<file path="src/rtl/alarm_clock_pkg.sv">
// Alarm clock shared types: edit states, targets, fields,
// segment constants and BCD wrap helpers.
package alarm_clock_pkg;

  typedef enum logic [1:0] {
    RUN,
    SET_H,
    SET_M,
    SET_S
  } state_t;

  typedef enum logic {
    TGT_TIME,
    TGT_ALARM
  } target_t;

  typedef enum logic [1:0] {
    FLD_H,
    FLD_M,
    FLD_S
  } field_t;

  localparam logic [7:0] SEG_BLANK = 8'hFF;
  localparam logic [7:0] SEG_ZERO  = 8'hC0;
  localparam logic [7:0] HOUR_MAX  = 8'h23;
  localparam logic [7:0] MIN_MAX   = 8'h59;

  function automatic logic [7:0] bcd_inc(
    input logic [7:0] v,
    input logic [7:0] max
  );
    if (v == max)
      return 8'h00;
    if (v[3:0] == 4'd9)
      return {v[7:4] + 4'd1, 4'd0};
    return v + 8'd1;
  endfunction

  function automatic logic [7:0] bcd_dec(
    input logic [7:0] v,
    input logic [7:0] max
  );
    if (v == 8'h00)
      return max;
    if (v[3:0] == 4'd0)
      return {v[7:4] - 4'd1, 4'd9};
    return v - 8'd1;
  endfunction

endpackage

</file>
<file path="src/rtl/bcd_to_7seg.sv">
// BCD digit to active-low segments g..a; codes above 9 blank.
// Ports: bcd (4b digit in), seg (7b segments out).
module bcd_to_7seg (
  input  logic [3:0] bcd,
  output logic [6:0] seg
);

  always_comb begin
    seg = 7'h7F;
    case (bcd)
      4'd0:    seg = 7'h40;
      4'd1:    seg = 7'h79;
      4'd2:    seg = 7'h24;
      4'd3:    seg = 7'h30;
      4'd4:    seg = 7'h19;
      4'd5:    seg = 7'h12;
      4'd6:    seg = 7'h02;
      4'd7:    seg = 7'h78;
      4'd8:    seg = 7'h00;
      4'd9:    seg = 7'h10;
      default: seg = 7'h7F;
    endcase
  end

endmodule

</file>
<file path="src/rtl/alarm_clock_ctrl.sv">
// Alarm clock sequencer: BCD time/alarm, SET/UP/DOWN editor,
// alarm output and six registered active-low 7-seg digits.
module alarm_clock_ctrl
  import alarm_clock_pkg::*;
#(
  parameter int CLK_HZ     = 50_000_000,
  parameter int ALARM_SECS = 60,
  parameter int BLINK_HZ   = 2
) (
  input  logic       clk_clk,
  input  logic       reset_reset,
  input  logic       btn_set_export,
  input  logic       btn_up_export,
  input  logic       btn_down_export,
  input  logic       swc_sel_export,
  input  logic       swc_alarm_export,
  output logic [7:0] display_h1_export,
  output logic [7:0] display_h0_export,
  output logic [7:0] display_m1_export,
  output logic [7:0] display_m0_export,
  output logic [7:0] display_s1_export,
  output logic [7:0] display_s0_export,
  output logic       alarm_export
);

  localparam int BP = CLK_HZ / BLINK_HZ;
  localparam int TW = $clog2(CLK_HZ + 1);
  localparam int BW = $clog2(BP + 1);
  localparam int AW = $clog2(ALARM_SECS + 1);

  logic [2:0]    set_sr, up_sr, dn_sr;
  logic [1:0]    sel_sr, arm_sr;
  logic          set_p, up_p, dn_p;
  logic          consume, act_set, act_ud;
  logic          edit, edit_time, tick;
  logic          blink_off, trig;
  logic          blank_h, blank_m, blank_s;
  logic [TW-1:0] tick_cnt;
  logic [BW-1:0] blink_cnt;
  logic [AW-1:0] alarm_cnt;
  state_t        state;
  target_t       tgt;
  field_t        fld;
  logic [7:0]    tm_h, tm_m, tm_s;
  logic [7:0]    al_h, al_m, al_s;
  logic [7:0]    nx_h, nx_m, nx_s;
  logic [7:0]    src_h, src_m, src_s;
  logic [7:0]    fld_val, fld_max, fld_new;
  logic [3:0]    dig [6];
  logic [6:0]    seg [6];

  always_comb begin
    // [2] is the previous synced level: 1->0 is a press
    set_p = set_sr[2] & ~set_sr[1];
    up_p  = up_sr[2] & ~up_sr[1];
    dn_p  = dn_sr[2] & ~dn_sr[1];
    // a press that silences the alarm does nothing else
    consume   = alarm_export & (set_p | up_p | dn_p);
    act_set   = set_p & ~consume;
    act_ud    = ~set_p & (up_p ^ dn_p) & ~consume;
    edit      = state != RUN;
    edit_time = edit & (tgt == TGT_TIME);
    tick      = (tick_cnt == TW'(CLK_HZ - 1)) & ~edit_time;
    blink_off = blink_cnt >= BW'(BP / 2);

    nx_s = bcd_inc(tm_s, MIN_MAX);
    nx_m = tm_m;
    nx_h = tm_h;
    if (tm_s == MIN_MAX) begin
      nx_m = bcd_inc(tm_m, MIN_MAX);
      if (tm_m == MIN_MAX)
        nx_h = bcd_inc(tm_h, HOUR_MAX);
    end
    trig = tick & arm_sr[1] & ~alarm_export &
           ({nx_h, nx_m, nx_s} == {al_h, al_m, al_s});

    fld = FLD_S;
    unique case (1'b1)
      state == SET_H: fld = FLD_H;
      state == SET_M: fld = FLD_M;
      default:        fld = FLD_S;
    endcase

    src_h = tm_h;
    src_m = tm_m;
    src_s = tm_s;
    if (edit && tgt == TGT_ALARM) begin
      src_h = al_h;
      src_m = al_m;
      src_s = al_s;
    end

    fld_val = src_s;
    fld_max = MIN_MAX;
    unique case (fld)
      FLD_H: begin
        fld_val = src_h;
        fld_max = HOUR_MAX;
      end
      FLD_M:   fld_val = src_m;
      default: fld_val = src_s;
    endcase
    fld_new = up_p ? bcd_inc(fld_val, fld_max)
                   : bcd_dec(fld_val, fld_max);

    blank_h = edit & blink_off & (fld == FLD_H);
    blank_m = edit & blink_off & (fld == FLD_M);
    blank_s = edit & blink_off & (fld == FLD_S);

    dig[0] = src_h[7:4];
    dig[1] = src_h[3:0];
    dig[2] = src_m[7:4];
    dig[3] = src_m[3:0];
    dig[4] = src_s[7:4];
    dig[5] = src_s[3:0];
  end

  for (genvar i = 0; i < 6; i++) begin : g_dig
    bcd_to_7seg u_seg (
      .bcd (dig[i]),
      .seg (seg[i])
    );
  end

  always_ff @(posedge clk_clk) begin
    if (reset_reset) begin
      set_sr            <= '1;
      up_sr             <= '1;
      dn_sr             <= '1;
      sel_sr            <= '0;
      arm_sr            <= '0;
      tick_cnt          <= '0;
      blink_cnt         <= '0;
      alarm_cnt         <= '0;
      state             <= RUN;
      tgt               <= TGT_TIME;
      {tm_h, tm_m, tm_s} <= '0;
      {al_h, al_m, al_s} <= '0;
      alarm_export      <= 1'b0;
      display_h1_export <= SEG_ZERO;
      display_h0_export <= SEG_ZERO;
      display_m1_export <= SEG_ZERO;
      display_m0_export <= SEG_ZERO;
      display_s1_export <= SEG_ZERO;
      display_s0_export <= SEG_ZERO;
    end else begin
      set_sr <= {set_sr[1:0], btn_set_export};
      up_sr  <= {up_sr[1:0], btn_up_export};
      dn_sr  <= {dn_sr[1:0], btn_down_export};
      sel_sr <= {sel_sr[0], swc_sel_export};
      arm_sr <= {arm_sr[0], swc_alarm_export};

      if (edit_time || tick_cnt == TW'(CLK_HZ - 1))
        tick_cnt <= '0;
      else
        tick_cnt <= tick_cnt + TW'(1);

      if (act_set || blink_cnt == BW'(BP - 1))
        blink_cnt <= '0;
      else
        blink_cnt <= blink_cnt + BW'(1);

      if (tick) begin
        tm_h <= nx_h;
        tm_m <= nx_m;
        tm_s <= nx_s;
      end

      if (act_set) begin
        unique case (state)
          RUN: begin
            state <= SET_H;
            tgt   <= sel_sr[1] ? TGT_ALARM : TGT_TIME;
          end
          SET_H:   state <= SET_M;
          SET_M:   state <= SET_S;
          default: state <= RUN;
        endcase
      end else if (edit && act_ud) begin
        if (tgt == TGT_ALARM) begin
          unique case (fld)
            FLD_H:   al_h <= fld_new;
            FLD_M:   al_m <= fld_new;
            default: al_s <= fld_new;
          endcase
        end else begin
          unique case (fld)
            FLD_H:   tm_h <= fld_new;
            FLD_M:   tm_m <= fld_new;
            default: tm_s <= fld_new;
          endcase
        end
      end

      if (alarm_export) begin
        if (consume || !arm_sr[1] ||
            (tick && alarm_cnt == AW'(1)))
          alarm_export <= 1'b0;
        else if (tick)
          alarm_cnt <= alarm_cnt - AW'(1);
      end else if (trig) begin
        alarm_export <= 1'b1;
        alarm_cnt    <= AW'(ALARM_SECS);
      end

      display_h1_export <= blank_h ? SEG_BLANK
                                   : {1'b1, seg[0]};
      display_h0_export <= blank_h ? SEG_BLANK
                                   : {1'b1, seg[1]};
      display_m1_export <= blank_m ? SEG_BLANK
                                   : {1'b1, seg[2]};
      display_m0_export <= blank_m ? SEG_BLANK
                                   : {1'b1, seg[3]};
      display_s1_export <= blank_s ? SEG_BLANK
                                   : {1'b1, seg[4]};
      display_s0_export <= blank_s ? SEG_BLANK
                                   : {~arm_sr[1], seg[5]};
    end
  end

endmodule

</file>
<file path="config.mk">
export PLATFORM = sky130hd
export DESIGN_NAME = alarm_clock_ctrl
export DESIGN_NICKNAME = d
export VERILOG_FILES = /design/src/rtl/alarm_clock_pkg.sv /design/src/rtl/bcd_to_7seg.sv /design/src/rtl/alarm_clock_ctrl.sv
export SDC_FILE = /design/constraint.sdc
export NUM_CORES = 1
export LEC_CHECK = 0
export ABC_AREA = 0
export BUFFER_PORTS_ARGS = -buffer_cell sky130_fd_sc_hd__buf_2
export CORE_MARGIN = 4
export CORE_UTILIZATION = 35
export CTS_BUF_LIST = sky130_fd_sc_hd__clkbuf_4 sky130_fd_sc_hd__clkbuf_8
export CTS_CLUSTER_DIAMETER = 200
export DETAILED_ROUTE_END_ITERATION = 10
export PLACE_DENSITY_LB_ADDON = 0.12
export SLEW_MARGIN = 5
export SYNTH_ARGS = -nofsm -noshare
export SYNTH_HDL_FRONTEND = slang
export SYNTH_SLANG_ARGS = --single-unit
export TNS_END_PERCENT = 50
</file>
<file path="constraint.sdc">
create_clock -name clk_clk -period 10.45 [get_ports clk_clk]
set_input_delay 0 -clock clk_clk [delete_from_list [all_inputs] [get_ports clk_clk]]
set_output_delay 0 -clock clk_clk [all_outputs]
set_load 0.05 [all_outputs]
</file>
Yosys cells after proc, flatten, opt, wreduce, memory -nomap -nowiden
Memory sizes are Yosys's and may differ from the RTL's. Index checks and enable logic that the tools add are counted.

Bits in registers: 170. Bits in read-only memories: 672. Input port bits: 7. Output and inout port bits: 49. Memories kept: 6.

$add $sub $neg: 13. Order comparisons: 1. Equality and inequality tests: 18. Muxes and demuxes: 81. Bitwise operators: 30. Reductions and logical operators: 25.

Memories: (name not given) (depth 16, width 7, rd ports 1, clocked after Yosys merged registers in 0, wr ports 0, RTL line bcd_to_7seg.sv:10) `case (bcd)`; (name not given) (depth 16, width 7, rd ports 1, clocked after Yosys merged registers in 0, wr ports 0, RTL line bcd_to_7seg.sv:10); (name not given) (depth 16, width 7, rd ports 1, clocked after Yosys merged registers in 0, wr ports 0, RTL line bcd_to_7seg.sv:10); (name not given) (depth 16, width 7, rd ports 1, clocked after Yosys merged registers in 0, wr ports 0, RTL line bcd_to_7seg.sv:10); (name not given) (depth 16, width 7, rd ports 1, clocked after Yosys merged registers in 0, wr ports 0, RTL line bcd_to_7seg.sv:10); (name not given) (depth 16, width 7, rd ports 1, clocked after Yosys merged registers in 0, wr ports 0, RTL line bcd_to_7seg.sv:10).

Operator list (number): 8-bit 2-to-1 mux (42); 6-bit 2-to-1 mux (10); 8-bit by 1-bit adder with 8-bit output (second input constant) (4); 26-bit by 1-bit adder with 26-bit output (second input constant) (1); 26-bit equality test (second input constant) (1); 25-bit by 1-bit adder with 25-bit output (second input constant) (1); 25-bit equality test (second input constant) (1); 25-bit by 24-bit greater-or-equal comparator with 1-bit output (second input constant) (1); 1-bit 2-to-1 mux (25); 24-bit equality test (1); 4-bit by 1-bit adder with 4-bit output (second input constant) (4); 1-bit AND (16); 4-bit equality test (second input constant) (4); 8-bit by 7-bit equality test with 1-bit output (second input constant) (2); 8-bit one-hot mux with 2 select lines (1); 4-bit AND reduction (3); 2-bit OR reduction (6); 1-bit NOT (11); 8-bit by 6-bit equality test with 1-bit output (second input constant) (1); 8-bit equality test (1); 8-bit logical NOT (1); 8-bit by 1-bit subtractor with 8-bit output (second input constant) (1); 7-bit 2-to-1 mux (1); 6-bit by 1-bit equality test with 1-bit output (second input constant) (1); other kinds (18) (28).

Depth between registers and ports, before layout
Depth after elaboration: 16. Gate-level depth with buffers: 16.

Hierarchy
A second synthesis with hierarchy kept.

Cells, all modules: 1339. Area total of the unflattened synthesis: 10472.5 um^2.

Modules (own cells, without submodules): alarm_clock_ctrl (times used 1, cells each 1143, area an instance 9221.3 um^2, seq. area each 3303.2 um^2); bcd_to_7seg (g_dig[0].u_seg ...) (times used 5, cells each 33, area an instance 210.2 um^2, seq. area each 0.0 um^2); bcd_to_7seg (g_dig[1].u_seg) (times used 1, cells each 31, area an instance 200.2 um^2, seq. area each 0.0 um^2).

Worst setup path before layout
No wires, ideal clock.

Kind: register to register. Start: register state[0]. End: register tm_s[6]. Arrival time: 3.267 ns. Required time: 10.364 ns. Slack: 7.097 ns. Stages on the path, launching flop included: 17. Period minus slack after synthesis: 3.353 ns. Cells stage by stage: dfxtp_1 -> inv_1 -> ha_1 -> nand2b_1 -> buf_6 -> mux2i_1 -> inv_1 -> a222oi_1 -> buf_2 -> ha_1 -> inv_1 -> a41oi_1 -> o2111a_1 -> o211ai_1 -> a21oi_1 -> a21oi_2 -> a221oi_2.

Longest elaborated chain between the ends: 14. Elaborated cells on any way between the ends: 44.

Ends and longest elaborated chain: start: declaration (RTL line alarm_clock_ctrl.sv:41) `state_t state;`; start signal: assignment (RTL line alarm_clock_ctrl.sv:135) `state <= RUN;`; start signal: assignment (RTL line alarm_clock_ctrl.sv:172) `state <= SET_H;`; start signal: assignment (RTL line alarm_clock_ctrl.sv:175) `SET_H: state <= SET_M;`; parallel branches: the longest is 13 deep, another holds 8-bit by 1-bit subtractor with 8-bit output; 8-bit 2-to-1 mux * (RTL line alarm_clock_ctrl.sv:169) `if (act_set) begin`; end signal: assignment (RTL line alarm_clock_ctrl.sv:166) `tm_s <= nx_s;`; end signal: assignment (RTL line alarm_clock_ctrl.sv:190) `default: tm_s <= fld_new;`; end: declaration (RTL line alarm_clock_ctrl.sv:44) `logic [7:0] tm_h, tm_m, tm_s;`.

Mark *: on every way between the ends. The select of a mux whose other input is x is not followed. A chain may end at the register's enable or synchronous reset.

Worst setup path after layout
Start: register state[1]. End: register al_h[6].

Longest elaborated chain between the ends: 10. Elaborated cells on any way between the ends: 36.

Ends and longest elaborated chain: parallel branches: the longest is 10 deep, another holds 8-bit by 1-bit subtractor with 8-bit output; end signal: assignment (RTL line alarm_clock_ctrl.sv:182) `FLD_H: al_h <= fld_new;`; end: declaration (RTL line alarm_clock_ctrl.sv:45) `logic [7:0] al_h, al_m, al_s;`.

Several ways; the timed one is not identified. The select of a mux whose other input is x is not followed.

==> impl_metrics.json <==
{
  "leakage_nw": 4.25,
  "drv_slew": 0,
  "syn_inst": 1250,
  "p_per_area_nw_per_um2": 115,
  "cts_max_level": 4,
  "layout-drive-gt1-share": 0.105,
  "ys_ff_latch": 165,
  "async_flop_share": 0,
  "placement.io_buffers": 50,
  "drt-met1-wl_um": 13700,
  "yosys_warnings": 0,
  "path_max_fanout": 37,
  "avgSynthCellArea_sq_um": 7.99,
  "cts_buffer_depth": 2,
  "setup_tns_ns": 0,
  "path_clk_slew_ns": 0.10,
  "min_period_ns": 5.00,
  "rsz0062_at_grt": "false",
  "cts_root_buf": "clkbuf_8",
  "nets": 1334,
  "fillerInstances": 2960,
  "synth_top_family_by_area": "simple AND/OR/NAND/NOR gates",
  "antenna_found_initial": 0,
  "crit_required_ns": 10.77,
  "vdd_drop_max_uv": 73.4,
  "vias": 9004,
  "io_pins": 56,
  "synth_xor_area_frac": 0.0663,
  "place_area_sq_um": 10500,
  "crit_arrival_ns": 5.32,
  "synthMuxAreaShare": 0.0452,
  "cts_tree": "done",
  "finClkSkew_ns": 0.0160,
  "finalCritPeriodShare": 0.478,
  "syn2layout_area_growth_pct": 10.2,
  "num_rows": 61,
  "die_area_sq_um": 31300,
  "hold_ws_ns": 0.238,
  "ys.flop_type": "dfxtp_1",
  "wl_met2_um": 13500,
  "grt_pass1_vias": 8397,
  "drc": 0,
  "worstSetupPathType": "register to register",
  "drt-total-wl_um": 29600,
  "ys_seq_area_frac": 0.331,
  "drtPass1Iterations": 5,
  "tightest_slew_ns": 1.24,
  "cts_buffers": 17,
  "final_cell_mix": "dfxtp_1, nor2_1, nand2_1",
  "place_congestion": 0.920,
  "finalHoldViolations": 0,
  "hp-class": "input port to register",
  "post-cts-setup-buffer-count": 0,
  "avgViaCountPerCell": 5.42,
  "synth_compound_area_frac": 0.195,
  "grt_max_degree": 69,
  "critPathCaptureType": "register",
  "ys_types": 83,
  "drtIter0Drc": 706,
  "overflow": 0,
  "maxCapViolCount": 0,
  "grt_pass1_wl_um": 46900,
  "cts_resized": 0,
  "finalSetupViolCount": 0,
  "wl_per_cell_um": 17.8,
  "synth_edf_count": 0,
  "dp_hpwl_um": 21700,
  "total_power_mw": 1.26,
  "start_util": 0.358,
  "cp-start-kind": "register",
  "ant_nets": 0,
  "final_common_cell": "dfxtp_1",
  "status": "finished, final reports clean",
  "die_x_um": 177,
  "final_area_sq_um": 11000,
  "max_slew_margin": 0.173,
  "synthSimpleGateAreaFrac": 0.247,
  "highest_layer": "met4",
  "fp.coreArea_sq_um": 27900,
  "routed-wl-met3_um": 1510,
  "num_antenna_cells": 0,
  "synth_area_sq_um": 9990,
  "fmax_ghz": 0.200,
  "insertion_delay_ns": 0.48,
  "cts_num_sinks": 165,
  "die_h_um": 177,
  "track_usage": 0.189,
  "synth_fa_ha_area_frac": 0.0701
}
power by group:
part           leakage (nW)  internal [mW]  total [mW]  switching [mW]
logic                  2.70         0.0402       0.129          0.0893
registers              1.33          0.635       0.641         0.00555
clock network         0.212          0.205       0.494           0.290
total                  4.25          0.880        1.26           0.384
sequential cells by signal, summed over array words and instances (netlist names), 3 cells and up:
signal,count
tick_cnt,26
blink_cnt,25
al_h,8
al_m,8
al_s,8
display_s0_export,8
tm_h,8
tm_m,8
tm_s,8
display_h0_export,7
display_h1_export,7
display_m0_export,7
display_m1_export,7
display_s1_export,7
alarm_cnt,6
dn_sr,3
set_sr,3
up_sr,3
synthesized netlist by cell type (10+ instances only):
library cell	n	share of area
nor2_1	145	0.054
nor3_1	28	0.014
nand2_1	134	0.050
mux2i_1	29	0.029
a31oi_1	15	0.0094
nand3_1	54	0.027
clkbuf_1	55	0.021
nor2b_1	13	0.0081
xnor2_1	37	0.032
o31ai_1	12	0.0090
xor2_1	36	0.032
and3_1	23	0.014
inv_1	43	0.016
mux2_2	13	0.015
or2_2	13	0.0081
or3_1	12	0.0075
a21oi_1	85	0.043
dfxtp_1	165	0.33
o211ai_1	16	0.012
nand4_1	19	0.012
o21ai_0	48	0.024
ha_1	56	0.070
nor4_1	10	0.0063
a211oi_1	49	0.037
layout make-up:
| type | instances | area, sq um | share of cell area |
|---|---|---|---|
| Timing Repair Buffer | 67 | 398 | 0.0361 |
| Clock inverter | 15 | 181 | 0.0165 |
| Tap cell | 378 | 473 | 0.0430 |
| Sequential cell | 165 | 3300 | 0.300 |
| Clock buffer | 17 | 234 | 0.0213 |
| Inverter | 43 | 161 | 0.0147 |
| Multi-Input combinational cell | 977 | 6260 | 0.568 |
path summary, 6_finish.rpt:
check | startpoint | endpoint | slack (ns) | cells after the start
hold / removal | btn_up_export | up_sr[0]$_SDFF_PP1_ | 0.24 | 3
setup / recovery | state[1]$_SDFFE_PP0P_ | al_h[6]$_SDFFE_PP0P_ | 5.45 | 15
hold reg to reg | up_sr[0]$_SDFF_PP1_ | up_sr[1]$_SDFF_PP1_ | 0.42 | 1
setup reg to reg | state[1]$_SDFFE_PP0P_ | al_h[6]$_SDFFE_PP0P_ | 5.45 | 15
worst max-delay path: stages (launching register included):
cell and delay (ns):
dfxtp_1 0.32, inv_1 0.09, ha_1 0.48, nand2b_2 0.21
buf_4 0.46, mux2i_1 0.61, inv_1 0.17, a222oi_1 1.06
ha_1 0.31, inv_1 0.05, a41oi_1 0.16, o2111a_1 0.24
o32a_1 0.13, a21oi_1 0.07, a21oi_2 0.32, a211oi_1 0.14
stage by stage:
| stage | setup slack, ns | util | instances |
|---|---|---|---|
| 3_5_place_dp | 5.53 | 0.377 | 1623 |
| 4_1_cts | 5.51 | 0.394 | 1662 |
| 5_1_grt | 5.08 | 0.394 | 1662 |
| 6_report | 5.45 | 0.394 | 1662 |
| 3_3_place_gp | 5.65 | 0.377 | 1623 |
| 2_1_floorplan | 7.10 | - | 1254 |
metal layers:
metal	vias to the layer above	global-route usage
li1	4507	-
met1	4196	0.253
met2	250	0.307
met3	51	0.0327
met4	0	0.0683
met5	-	0
repair_timing:
item                                    in CTS  in global routing
hold buffers                                 7                  0
endpoints found under the setup margin       0                  0
hold endpoints to repair                     7                  0
kinds of logic after synthesis:
logic type / count (synthesis)
buf+inv: 112
other cells: 1
compound gates: 292
xor+xnor: 74
mux: 43
fa+ha+maj: 56
flops: 165
simple gates: 507
(Power assumes the default switching activity.)
